==> src/rtl/mul_seq_ctrl.sv <==
// Sequencer for program 3: walks NUM_PAIRS signed 16x16 operand pairs in byte memory,
// multiplies each with an iterative shift-add unit and writes the 32-bit product back.
// Optional build macro ZERO_SKIP_EN: pairs with a zero operand skip MUL/FIX.
module mul_seq_ctrl #(
  parameter int NUM_PAIRS = 16,
  parameter int OP_BASE   = 0,
  parameter int RES_BASE  = 64,
  parameter int AW        = 8
) (
  input  logic          clk,
  input  logic          reset,
  input  logic          req,
  output logic          done,
  output logic          busy,
  output logic [AW-1:0] mem_addr,
  input  logic [7:0]    mem_rdata,
  output logic [7:0]    mem_wdata,
  output logic          mem_we,
  output logic [3:0]    pair_idx
);

  typedef enum logic [2:0] {IDLE, RD, MUL, FIX, WR, DONE} state_t;

  state_t      state;
  logic [4:0]  cnt;
  logic [7:0]  a_hi, a_lo, b_hi;
  logic [31:0] acc, mcand;
  logic [15:0] mplier;
  logic        neg;

  logic [15:0] a_w, b_w, a_abs, b_abs;
  logic [31:0] p_fix;
  logic [AW-1:0] op_addr_cur, op_addr_nxt, res_addr_cur;

  // B's low byte is taken straight off the read port in the last RD cycle
  assign a_w   = {a_hi, a_lo};
  assign b_w   = {b_hi, mem_rdata};
  assign a_abs = a_w[15] ? 16'(-a_w) : a_w;
  assign b_abs = b_w[15] ? 16'(-b_w) : b_w;
  assign p_fix = neg ? 32'(-acc) : acc;

  assign op_addr_cur  = AW'(OP_BASE)  + AW'({pair_idx, 2'b00});
  assign op_addr_nxt  = AW'(OP_BASE)  + AW'({pair_idx + 4'd1, 2'b00});
  assign res_addr_cur = AW'(RES_BASE) + AW'({pair_idx, 2'b00});

  always_ff @(posedge clk or posedge reset) begin
    if (reset) begin
      state     <= IDLE;
      cnt       <= '0;
      done      <= 1'b0;
      busy      <= 1'b0;
      mem_addr  <= '0;
      mem_wdata <= '0;
      mem_we    <= 1'b0;
      pair_idx  <= '0;
      a_hi      <= '0;
      a_lo      <= '0;
      b_hi      <= '0;
      acc       <= '0;
      mcand     <= '0;
      mplier    <= '0;
      neg       <= 1'b0;
    end else begin
      case (state)
        IDLE: begin
          if (req) begin
            state    <= RD;
            busy     <= 1'b1;
            pair_idx <= '0;
            mem_addr <= AW'(OP_BASE);
            cnt      <= '0;
          end
        end
        RD: begin
          case (cnt)
            5'd1:    a_hi <= mem_rdata;
            5'd2:    a_lo <= mem_rdata;
            5'd3:    b_hi <= mem_rdata;
            default: ;
          endcase
          if (cnt < 5'd3) mem_addr <= mem_addr + AW'(1);
          if (cnt == 5'd4) begin
            cnt    <= '0;
            neg    <= a_w[15] ^ b_w[15];
            mcand  <= {16'b0, a_abs};
            mplier <= b_abs;
            acc    <= '0;
`ifdef ZERO_SKIP_EN
            if (a_w == 16'd0 || b_w == 16'd0) begin
              state     <= WR;
              mem_we    <= 1'b1;
              mem_addr  <= res_addr_cur;
              mem_wdata <= '0;
            end else begin
              state <= MUL;
            end
`else
            state <= MUL;
`endif
          end else begin
            cnt <= cnt + 5'd1;
          end
        end
        MUL: begin
          if (mplier[0]) acc <= acc + mcand;
          mcand  <= mcand << 1;
          mplier <= mplier >> 1;
          cnt    <= cnt + 5'd1;
          if (cnt == 5'd15) state <= FIX;
        end
        FIX: begin
          // Load the signed product and stage the first (MSB) write
          acc       <= p_fix;
          mem_we    <= 1'b1;
          mem_addr  <= res_addr_cur;
          mem_wdata <= p_fix[31:24];
          cnt       <= '0;
          state     <= WR;
        end
        WR: begin
          if (cnt == 5'd3) begin
            mem_we    <= 1'b0;
            mem_wdata <= '0;
            cnt       <= '0;
            if (pair_idx == 4'(NUM_PAIRS - 1)) begin
              state    <= DONE;
              done     <= 1'b1;
              busy     <= 1'b0;
              mem_addr <= '0;
            end else begin
              state    <= RD;
              pair_idx <= pair_idx + 4'd1;
              mem_addr <= op_addr_nxt;
            end
          end else begin
            mem_addr  <= mem_addr + AW'(1);
            mem_wdata <= acc[23:16];
            acc       <= acc << 8;
            cnt       <= cnt + 5'd1;
          end
        end
        DONE: begin
          if (!req) begin
            state <= IDLE;
            done  <= 1'b0;
          end
        end
        default: state <= IDLE;
      endcase
    end
  end

  // op_addr_cur is kept for readability of the address map; RD walks from it
  logic unused_ok;
  assign unused_ok = ^op_addr_cur;

endmodule

==> config.mk <==
export PLATFORM = sky130hd
export DESIGN_NAME = mul_seq_ctrl
export DESIGN_NICKNAME = d
export VERILOG_FILES = /design/src/rtl/mul_seq_ctrl.sv
export SDC_FILE = /design/constraint.sdc
export NUM_CORES = 1
export LEC_CHECK = 0
export ABC_AREA = 0
export CELL_PAD_IN_SITES_DETAIL_PLACEMENT = 0
export CELL_PAD_IN_SITES_GLOBAL_PLACEMENT = 1
export CORE_ASPECT_RATIO = 2
export CORE_MARGIN = 2
export CORE_UTILIZATION = 40
export DETAILED_ROUTE_END_ITERATION = 10
export GPL_TIMING_DRIVEN = 0
export PLACE_DENSITY = 0.76
export SYNTH_ARGS = -nofsm -noshare
export SYNTH_HDL_FRONTEND = slang
export SYNTH_SLANG_ARGS = --single-unit
==> constraint.sdc <==
create_clock -name clk -period 10.7 [get_ports clk]
set_input_delay 2.14 -clock clk [delete_from_list [all_inputs] [get_ports clk]]
set_output_delay 2.14 -clock clk [all_outputs]
set_load 0.1 [all_outputs]
==> flow_summary.ini <==
[detailed_routing]
vias = 7846
ant_nets = 0
avgRoutedWirePerCell_um = 19.9
firstDrtPassIters = 5
viasPerCell = 5.87
postRouteWirelength_mm = 26.6
drc_errors = 0
drt_iter0_drc = 507

[logic_synthesis]
yosys_warnings = 0
synthXorXnorAreaFrac_pct = 7.46
netlist_area_um2 = 8810
post-synth-top-area-cell = dfrtp_1
synth_cell_types = 68
synth_compound_area_share_pct = 23.8
synthAdderAreaFrac_pct = 6.05
async_flop_share_pct = 100
synthSimpleGateAreaFrac_pct = 18.3
ys.flop_type = dfrtp_1
synth_edf_count = 0
avgSynthCellArea_um2 = 8.80
ys_seq_area_share_pct = 38.6
synth.top_cell.area_share_pct = 38.6
synth_cells = 1001
synth_top_family_by_area = compound AO/OA/AOI/OAI gates
synthMuxAreaShare_pct = 2.80
syn_nets = 1054
synth_seq_cells = 136
synth_area_leaders = dfrtp_1 39%, o21ai_0 6.8%, nand2_1 6.1%

[sta]
fin_crit_ns = 4.19
hold_viol_final = 0
grt_setup_unrepaired = false
slew_violations = 0
setup_viol = 0
fin_setup_tns_ns = 0
final.period_utilization_pct = 39.2
fmax_ghz = 0.238
tightest_slew_ns = 0.974
slew_headroom_pct = 34.9
fin_ws_ns = 6.51
finClkSkew_ns = 0.0106
timing.hold.ws_ns = 0.484

[critical_path]
cp.required_ns = 8.56
cp-end-kind = output pin
path_class = reg2out
start_kind = flip-flop
crit_chain = clkdlybuf4s50_1
r2r_setup_slack_ns = 7.24
r2r_cells = 9
rr_endpoint = acc[31]$_DFFE_PP0P_
cp_slowest_cell = clkdlybuf4s50_1
critPathMaxFanout = 7
r2r_start = acc[8]$_DFFE_PP0P_
cp.arrival_ns = 2.05
slowest_delay_ns = 1.17
critPathTopFamily = buffers and inverters
path_buf_inv = 1

[floorplan]
core_area_um2 = 21600
ioPinCount = 34
die_h_um = 214
start_util_pct = 40.8
dieArea_um2 = 23300
rows = 76
fp.dieW_um = 109

[place]
place.gp.congestion = 0.892
dp_hpwl_mm = 20.8
port_buffers = 32
place_ws_ns = 6.15
dp_cells = 1307

[worst_hold_path]
worstHoldEndpoint = mem_wdata[7]$_DFFE_PP0P_
hold_depth = 2
hold_class = reg2reg
min_from = mem_wdata[7]$_DFFE_PP0P_

[final_layout]
seqCellArea_um2 = 3400
drive_gt1_share_pct = 6.20
multi_input_area_um2 = 5150
final_nets = 1106
fillCellCount = 2103
diodes = 0
finalNonFillerCells = 1337
syn_to_final_growth_pct = 14.6

[global_routing]
grt_busiest_layer = met2
grt_pass1_wl_mm = 42.8
antenna_found_initial = 0
grt_pass1_vias = 7975
grt_start_max_net_pins = 90
grt_usage_pct = 24.4
grtUsageMet1_pct = 23.4
global_route.overflow_total = 0
met3_usage_pct = 3.62
grt_use_met2_pct = 48.0

[clocking]
cts_buffers = 17
cts_tree = done
clk_latency_ns = 0.45
cts_hold_buf = 0
postCtsResizedCells = 0
cts_buffer_depth = 2
clk_pin_slew_ns = 0.06
clock-root-buffer = clkbuf_16
clock_sinks = 136
cts_setup_buffers = 0
h-tree-depth = 4

[pwr]
worst_ir_drop_vdd_mv = 0.109
pwr-share-comb_pct = 31.9
pwr-share-clk_pct = 31.7
swShare_pct = 37.3
power_density_nw_per_um2 = 190
internal-power_uw = 1210
power_switching_uw = 717
seqPwrFrac_pct = 36.4
p_leak_uw = 0.00440
power_uw = 1920

[outcome]
status = finished, final reports clean

[run]
drv_cap = 0
-- per-layer routing --
layer / part of all wire, % / vias to the layer above
met2: 57 / 202
met4: 4.6 / 0
met1: 35 / 3773
li1: - / 3802
met5: 0 / -
met3: 3.2 / 69
-- cells by family (layout without fill, tap and decap cells) --
| logic type | count (synthesis) | count (layout) |
|---|---|---|
| xor gates and xnor gates | 75 | 75 |
| AOI/OAI and AO/OA | 324 | 324 |
| and+or+nand+nor | 333 | 333 |
| DFF | 136 | 136 |
| muxes | 22 | 22 |
| adders and majority gates | 42 | 42 |
| buffers and inverters | 69 | 132 |
-- how the worst max path moves through the flow --
stage	start	to	slack, ns	cells after the start
floorplan	reset	a_hi[0]$_DFFE_PP0P_	4.92	1
global placement	reset	acc[26]$_DFFE_PP0P_	2.67	2
detailed placement	mem_rdata[0]	mplier[14]$_DFFE_PP0P_	6.15	9
CTS	pair_idx[0]$_DFFE_PP0P_	pair_idx[0]	6.48	1
global route	pair_idx[0]$_DFFE_PP0P_	pair_idx[0]	6.44	1
finish	pair_idx[0]$_DFFE_PP0P_	pair_idx[0]	6.51	1
-- sequential cells by signal, summed over array words and instances (netlist names), 3 cells and up --
name / cells
acc: 32
mcand: 32
mplier: 16
a_hi: 8
a_lo: 8
b_hi: 8
mem_addr: 8
mem_wdata: 8
cnt: 5
pair_idx: 4
state: 3
-- synth_stat cells, types with 4 or more instances --
cell      instances
xor2_1           44
a22oi_1          30
a31oi_1           6
nor3_1           20
a21oi_1          43
dfrtp_1         136
or4_1             7
o21bai_1          7
a311oi_1          4
or3_1             6
a21o_1           26
nand2b_1          5
a222oi_1         12
o21ai_0         119
clkbuf_1         45
nand3_1          35
o41ai_1           5
nand4_1           5
nor4_1            7
o211ai_1          6
ha_1             41
mux2_2           21
o31ai_1          14
xnor2_1          31
a211oi_1          4
and2_1            5
and3_1           15
a221oi_1          5
o22ai_1          11
nand2_1         142
nor2b_1          11
nor2_1           54
inv_1            21
-- power groups by stage --
stage / clock [µW] / combinational (µW) / sequential, µW
floorplan: 0 / 474 / 650
global placement: 0 / 604 / 704
detailed placement: 0 / 610 / 705
CTS: 615 / 612 / 695
global route: 635 / 685 / 709
finish: 610 / 613 / 700
-- layout make-up --
type,instances,share of cell area [%]
Buffer,47,1.76
Clock buffer,22,4.70
Clock inverter,8,1.20
Inverter,22,0.867
Multi-Input combinational cell,796,51.0
Sequential cell,136,33.7
Tap cell,273,3.38
Timing Repair Buffer,33,3.44
-- metrics by stage --
stage / utilization [%] / area [µm²]
2_1_floorplan: - / 8810
3_3_place_gp: 43.9 / 9470
3_5_place_dp: 44.0 / 9500
4_1_cts: 46.8 / 10100
5_1_grt: 46.8 / 10100
6_report: 46.8 / 10100
-- cell usage in the layout, fill, tap and decap left out, drive strengths merged, types with 31 or more instances in the layout --
cell type / instances
a21oi: 43
clkbuf: 67
clkdlybuf4s50: 32
dfrtp: 136
ha: 41
nand2: 142
nand3: 36
nor2: 54
o21ai: 122
xnor2: 31
xor2: 44
Note: power is estimated with default switching activity, not from simulation.
